**src/rtl/board_display_reader.sv**
```systemverilog
// Turns VGA pixel coordinates into board-memory word reads and a fixed-latency alive/in-board stream.
// Optional cursor outline overlay is enabled with `define CURSOR_OVERLAY_EN.
module board_display_reader #(
  parameter int BOARD_SIZE   = 128,
  parameter int WORD_SIZE    = 16,
  parameter int LOG_CELL_PX  = 2,
  parameter int READ_LATENCY = 2,
  parameter int LOG_MAX_ADDR = 12
) (
  input  logic                          clk_in,
  input  logic                          rstn_in,
  input  logic [10:0]                   hcount_in,
  input  logic [9:0]                    vcount_in,
  input  logic                          blank_in,
  input  logic                          bank_sel_in,
  input  logic [WORD_SIZE-1:0]          data_r_in,
`ifdef CURSOR_OVERLAY_EN
  input  logic [$clog2(BOARD_SIZE)-1:0] cursor_x_in,
  input  logic [$clog2(BOARD_SIZE)-1:0] cursor_y_in,
  output logic                          cursor_out,
`endif
  output logic [LOG_MAX_ADDR-1:0]       addr_r_out,
  output logic                          rd_en_out,
  output logic                          alive_out,
  output logic                          in_board_out,
  output logic                          frame_start_out
);

  localparam int LOG_W    = $clog2(WORD_SIZE);
  localparam int WPR      = BOARD_SIZE / WORD_SIZE;
  localparam int WPB      = BOARD_SIZE * BOARD_SIZE / WORD_SIZE;
  localparam int BOARD_PX = BOARD_SIZE << LOG_CELL_PX;
  localparam int CXW      = 11 - LOG_CELL_PX;
  localparam int CYW      = 10 - LOG_CELL_PX;
  localparam int STAGES   = READ_LATENCY;

  logic [CXW-1:0]          cell_x;
  logic [CYW-1:0]          cell_y;
  logic                    origin, in_board_d, fetch_d, bank_eff;
  logic [LOG_W-1:0]        idx_d;
  logic [LOG_MAX_ADDR-1:0] addr_d;
  logic [WORD_SIZE-1:0]    word_eff;

  logic                        bank_q;
  logic [WORD_SIZE-1:0]        word_q;
  logic [STAGES:0]             rd_pipe_q;
  logic [STAGES:0]             vld_pipe_q;
  logic [STAGES:0]             fs_pipe_q;
  logic [STAGES:0][LOG_W-1:0]  idx_pipe_q;

  assign cell_x     = hcount_in[10:LOG_CELL_PX];
  assign cell_y     = vcount_in[9:LOG_CELL_PX];
  assign origin     = (hcount_in == 11'd0) && (vcount_in == 10'd0);
  assign in_board_d = (hcount_in < 11'(BOARD_PX)) && (vcount_in < 10'(BOARD_PX)) && !blank_in;
  // One read per word, triggered by the word's own first pixel
  assign fetch_d    = in_board_d && (hcount_in[LOG_W+LOG_CELL_PX-1:0] == '0);
  assign idx_d      = LOG_W'(WORD_SIZE - 1) - cell_x[LOG_W-1:0];
  // The origin pixel already uses the freshly sampled bank so the whole frame is consistent
  assign bank_eff   = origin ? bank_sel_in : bank_q;
  assign addr_d     = LOG_MAX_ADDR'(bank_eff) * LOG_MAX_ADDR'(WPB)
                    + LOG_MAX_ADDR'(cell_y) * LOG_MAX_ADDR'(WPR)
                    + LOG_MAX_ADDR'(cell_x >> LOG_W);
  assign rd_en_out  = rd_pipe_q[0];
  // Bypass so the pixel that triggered the fetch sees its own word
  assign word_eff   = rd_pipe_q[STAGES] ? data_r_in : word_q;

  always_ff @(posedge clk_in) begin
    if (!rstn_in) begin
      bank_q          <= 1'b0;
      word_q          <= '0;
      addr_r_out      <= '0;
      rd_pipe_q       <= '0;
      vld_pipe_q      <= '0;
      fs_pipe_q       <= '0;
      idx_pipe_q      <= '0;
      alive_out       <= 1'b0;
      in_board_out    <= 1'b0;
      frame_start_out <= 1'b0;
    end else begin
      if (origin) bank_q <= bank_sel_in;
      addr_r_out      <= addr_d;
      rd_pipe_q       <= {rd_pipe_q[STAGES-1:0], fetch_d};
      vld_pipe_q      <= {vld_pipe_q[STAGES-1:0], in_board_d};
      fs_pipe_q       <= {fs_pipe_q[STAGES-1:0], origin};
      idx_pipe_q      <= {idx_pipe_q[STAGES-1:0], idx_d};
      if (rd_pipe_q[STAGES]) word_q <= data_r_in;
      alive_out       <= vld_pipe_q[STAGES] & word_eff[idx_pipe_q[STAGES]];
      in_board_out    <= vld_pipe_q[STAGES];
      frame_start_out <= fs_pipe_q[STAGES];
    end
  end

`ifdef CURSOR_OVERLAY_EN
  localparam int LOG_B = $clog2(BOARD_SIZE);
  logic            cur_d, edge_h, edge_v;
  logic [STAGES:0] cur_pipe_q;

  assign edge_h = (hcount_in[LOG_CELL_PX-1:0] == '0) || (hcount_in[LOG_CELL_PX-1:0] == '1);
  assign edge_v = (vcount_in[LOG_CELL_PX-1:0] == '0) || (vcount_in[LOG_CELL_PX-1:0] == '1);
  assign cur_d  = in_board_d && (edge_h || edge_v)
               && (cell_x[LOG_B-1:0] == cursor_x_in) && (cell_y[LOG_B-1:0] == cursor_y_in);

  always_ff @(posedge clk_in) begin
    if (!rstn_in) begin
      cur_pipe_q <= '0;
      cursor_out <= 1'b0;
    end else begin
      cur_pipe_q <= {cur_pipe_q[STAGES-1:0], cur_d};
      cursor_out <= cur_pipe_q[STAGES];
    end
  end
`endif

endmodule

```
**config.mk**
```make
export PLATFORM = sky130hd
export DESIGN_NAME = board_display_reader
export DESIGN_NICKNAME = d
export VERILOG_FILES = /design/src/rtl/board_display_reader.sv
export SDC_FILE = /design/constraint.sdc
export NUM_CORES = 1
export LEC_CHECK = 0
export ABC_AREA = 1
export BUFFER_PORTS_ARGS = -buffer_cell sky130_fd_sc_hd__buf_2
export CAP_MARGIN = 40
export CORE_MARGIN = 2
export CORE_UTILIZATION = 54
export DETAILED_ROUTE_END_ITERATION = 16
export GPL_TIMING_DRIVEN = 0
export HOLD_SLACK_MARGIN = 0.1
export PLACE_DENSITY_LB_ADDON = 0.1
export RECOVER_POWER = 25
export SYNTH_ARGS = -nofsm -noshare
export SYNTH_HDL_FRONTEND = slang
export SYNTH_SLANG_ARGS = --single-unit
export TNS_END_PERCENT = 5
```
**constraint.sdc**
```tcl
create_clock -name clk_in -period 4.4 [get_ports clk_in]
set_input_delay 0.44 -clock clk_in [delete_from_list [all_inputs] [get_ports clk_in]]
set_output_delay 0.44 -clock clk_in [all_outputs]
set_load 0.005 [all_outputs]
```
==> metrics.cfg <==
[status]
status = finished, final reports clean

[route]
wl_per_cell_um = 10.6
drt-total-wl_um = 3860
drc = 0
drtIter0Drc = 71
vias = 1740
viasPerCell = 4.78
firstDrtPassIters = 4
ant_nets = 0

[place]
place_area_sq_um = 2330
pre_cts_slack_ps = 2280
dpl.hpwl_um = 2820
routabilityCongestion = 0.885
place_inst = 356
port_buffers = 55

[cells_and_area]
area_growth_pct = 21.6
fillers = 335
nets = 360
final_cells = 364
stdcell_area_sq_um = 2420
drive_gt1_share_pct = 22.2
insertedDiodeCount = 0

[sta]
fin_setup_tns_ps = 0
hold_ws_ps = 294
min_period_over_period_pct = 42.8
fmax_mhz = 531
setup_slack_ps = 2520
finalHoldViolations = 0
slew_viol_final = 0
tightestPinTransition_ps = 474
finalClockSkew_ps = 3.26
min_period_ps = 1880
setup_viol = 0
grt_setup_unrepaired = no
maxSlewHeadroom_pct = 68.3

[job]
maxCapViolCount = 0

[grt]
antenna_found_initial = 0
grt_pass1_wl_um = 6470
track_usage_pct = 20.3
grt_pass1_vias = 1596
grt_max_degree = 17
gr-total-overflow = 0

[worst_setup_path]
cpLargestDelayFamily = simple AND/OR/NAND/NOR gates
worstSetupPathType = in -> reg
cp-end-kind = register
start_kind = input pin
crit_top_cell = nand2_1
cp_max_fo = 3
path_cells = buf_2 > nor2_1 > nand2_1 > nor4_1 > nand2_1 > o21ai_0 > inv_1 > ha_1 > nand4_1 > nand2_1 > nor2_1
max_stage_delay_ps = 330
r2r-start = idx_pipe_q[8]$_SDFF_PN0_
crit_buf_inv = 2
critical_path_required_ps = 4610
crit_start = hcount_in[10]
cp_slowest_cell = ha_1
rrSetupSlack_ps = 3120
cp.arrival_ps = 2090
r2r-end = alive_out$_SDFF_PN0_
ff2ff_path_depth = 7

[power_and_ir_drop]
power.density_nw_per_um2 = 345
vdd_drop_max_mv = 0.247
power.leakage_nw = 1.24

[clock_network]
clock_latency_ps = 300
cts-root-buf = clkbuf_8
htree_levels = 2
cts_tree = built
post_cts_buffers = 0
cts_sinks = 53
path_clk_slew_ps = 90
clk_path_buf_depth = 2
holdBufCountCts = 0
post_cts_resized = 0
cts_buffers = 5

[logic_synthesis]
yosysTopAreaCell = dfxtp_1
synthArstFlopShare_pct = 0
ys_ff_latch = 53
synth_flop_cell = dfxtp_1
synth_cell_types = 22
synth_edf_count = 0
synth_top_area_share_pct = 53.2
synth_area_sq_um = 1990
synth_common_cells = 61 x nand2_1, 53 x dfxtp_1, 35 x inv_1
avgSynthCellArea_sq_um = 7.88
post-synth-top-count-cell = nand2_1
syn_inst = 253
seq_area_frac_synth_pct = 53.2
synth.net_count = 298
synthTopCellsByArea = dfxtp_1 53%, nand2_1 11%, nand3_1 7.3%
yosysWarnings = 0

[floorplanning]
start_util_pct = 55.3
die_w_um = 64.8
num_rows = 22
core_region_area_sq_um = 3610
chipHeight_um = 64.8
dieArea_sq_um = 4190
io_pins = 57

[hold_path]
min_from = hcount_in[3]
holdPathEnd = idx_pipe_q[1]$_SDFF_PN0_
hold_depth = 2
worstHoldPathType = in -> reg

placed cells by master (no fill, tap or decap), types with 3 or more instances in the layout:
master / n
clkbuf_1: 5
o21ai_0: 6
ha_1: 3
nand3_1: 29
buf_2: 55
dfxtp_1: 53
nor2_1: 22
a21oi_1: 20
clkbuf_8: 6
nor3_1: 3
inv_1: 35
buf_6: 3
nand2_1: 61
cells by family after synthesis:
logic type / share of synthesized area, %
compound gates: 7.28
fa+ha+maj: 2.89
buf+inv: 10.4
flops: 53.2
simple gates: 26.2
registers in the layout, summed over array words and instances, names as in the netlist:
| name | cells |
|---|---|
| word_q | 16 |
| idx_pipe_q | 12 |
| fs_pipe_q | 3 |
| in_board_out | 1 |
| addr_r_out | 12 |
| vld_pipe_q | 3 |
| rd_pipe_q | 3 |
| frame_start_out | 1 |
| bank_q | 1 |
| alive_out | 1 |
layout make-up:
type	count	area (sq um)	area share [%]
Buffer	9	60.1	2.48
Clock buffer	6	82.6	3.41
Clock inverter	2	13.8	0.568
Inverter	37	146	6.04
Multi-Input combinational cell	154	724	29.9
Sequential cell	53	1060	43.8
Tap cell	48	60.1	2.48
Timing Repair Buffer	55	275	11.4
routing by layer:
metal  share of wire [%]  track usage [%]
met4                 3.3             11.4
met5                   0                0
met3                 6.2             6.08
met1                  44             22.8
met2                  46             34.1
power by group:
part	switching, W	internal [W]
clock	0.000152	0.000128
combinational	0.0000351	0.0000288
sequential	0.00000281	0.000491
worst max path at each step:
| stage | slack [ps] | cells after the start | endpoint |
|---|---|---|---|
| floorplan | 2680 | 10 | addr_r_out[10]$_SDFF_PN0_ |
| global placement | 2330 | 11 | addr_r_out[10]$_SDFF_PN0_ |
| detailed placement | 2280 | 11 | addr_r_out[10]$_SDFF_PN0_ |
| CTS | 2520 | 11 | addr_r_out[10]$_SDFF_PN0_ |
| global route | 2410 | 11 | addr_r_out[10]$_SDFF_PN0_ |
| finish | 2520 | 11 | addr_r_out[10]$_SDFF_PN0_ |
per-stage QoR:
| stage | total power [W] | utilization [%] |
|---|---|---|
| floorplan | 0.000535 | - |
| global placement | 0.000568 | 64.6 |
| detailed placement | 0.000569 | 64.6 |
| CTS | 0.000846 | 67.2 |
| global route | 0.000871 | 67.2 |
| finish | 0.000837 | 67.2 |
No activity file was read; power rests on OpenSTA's default activity.
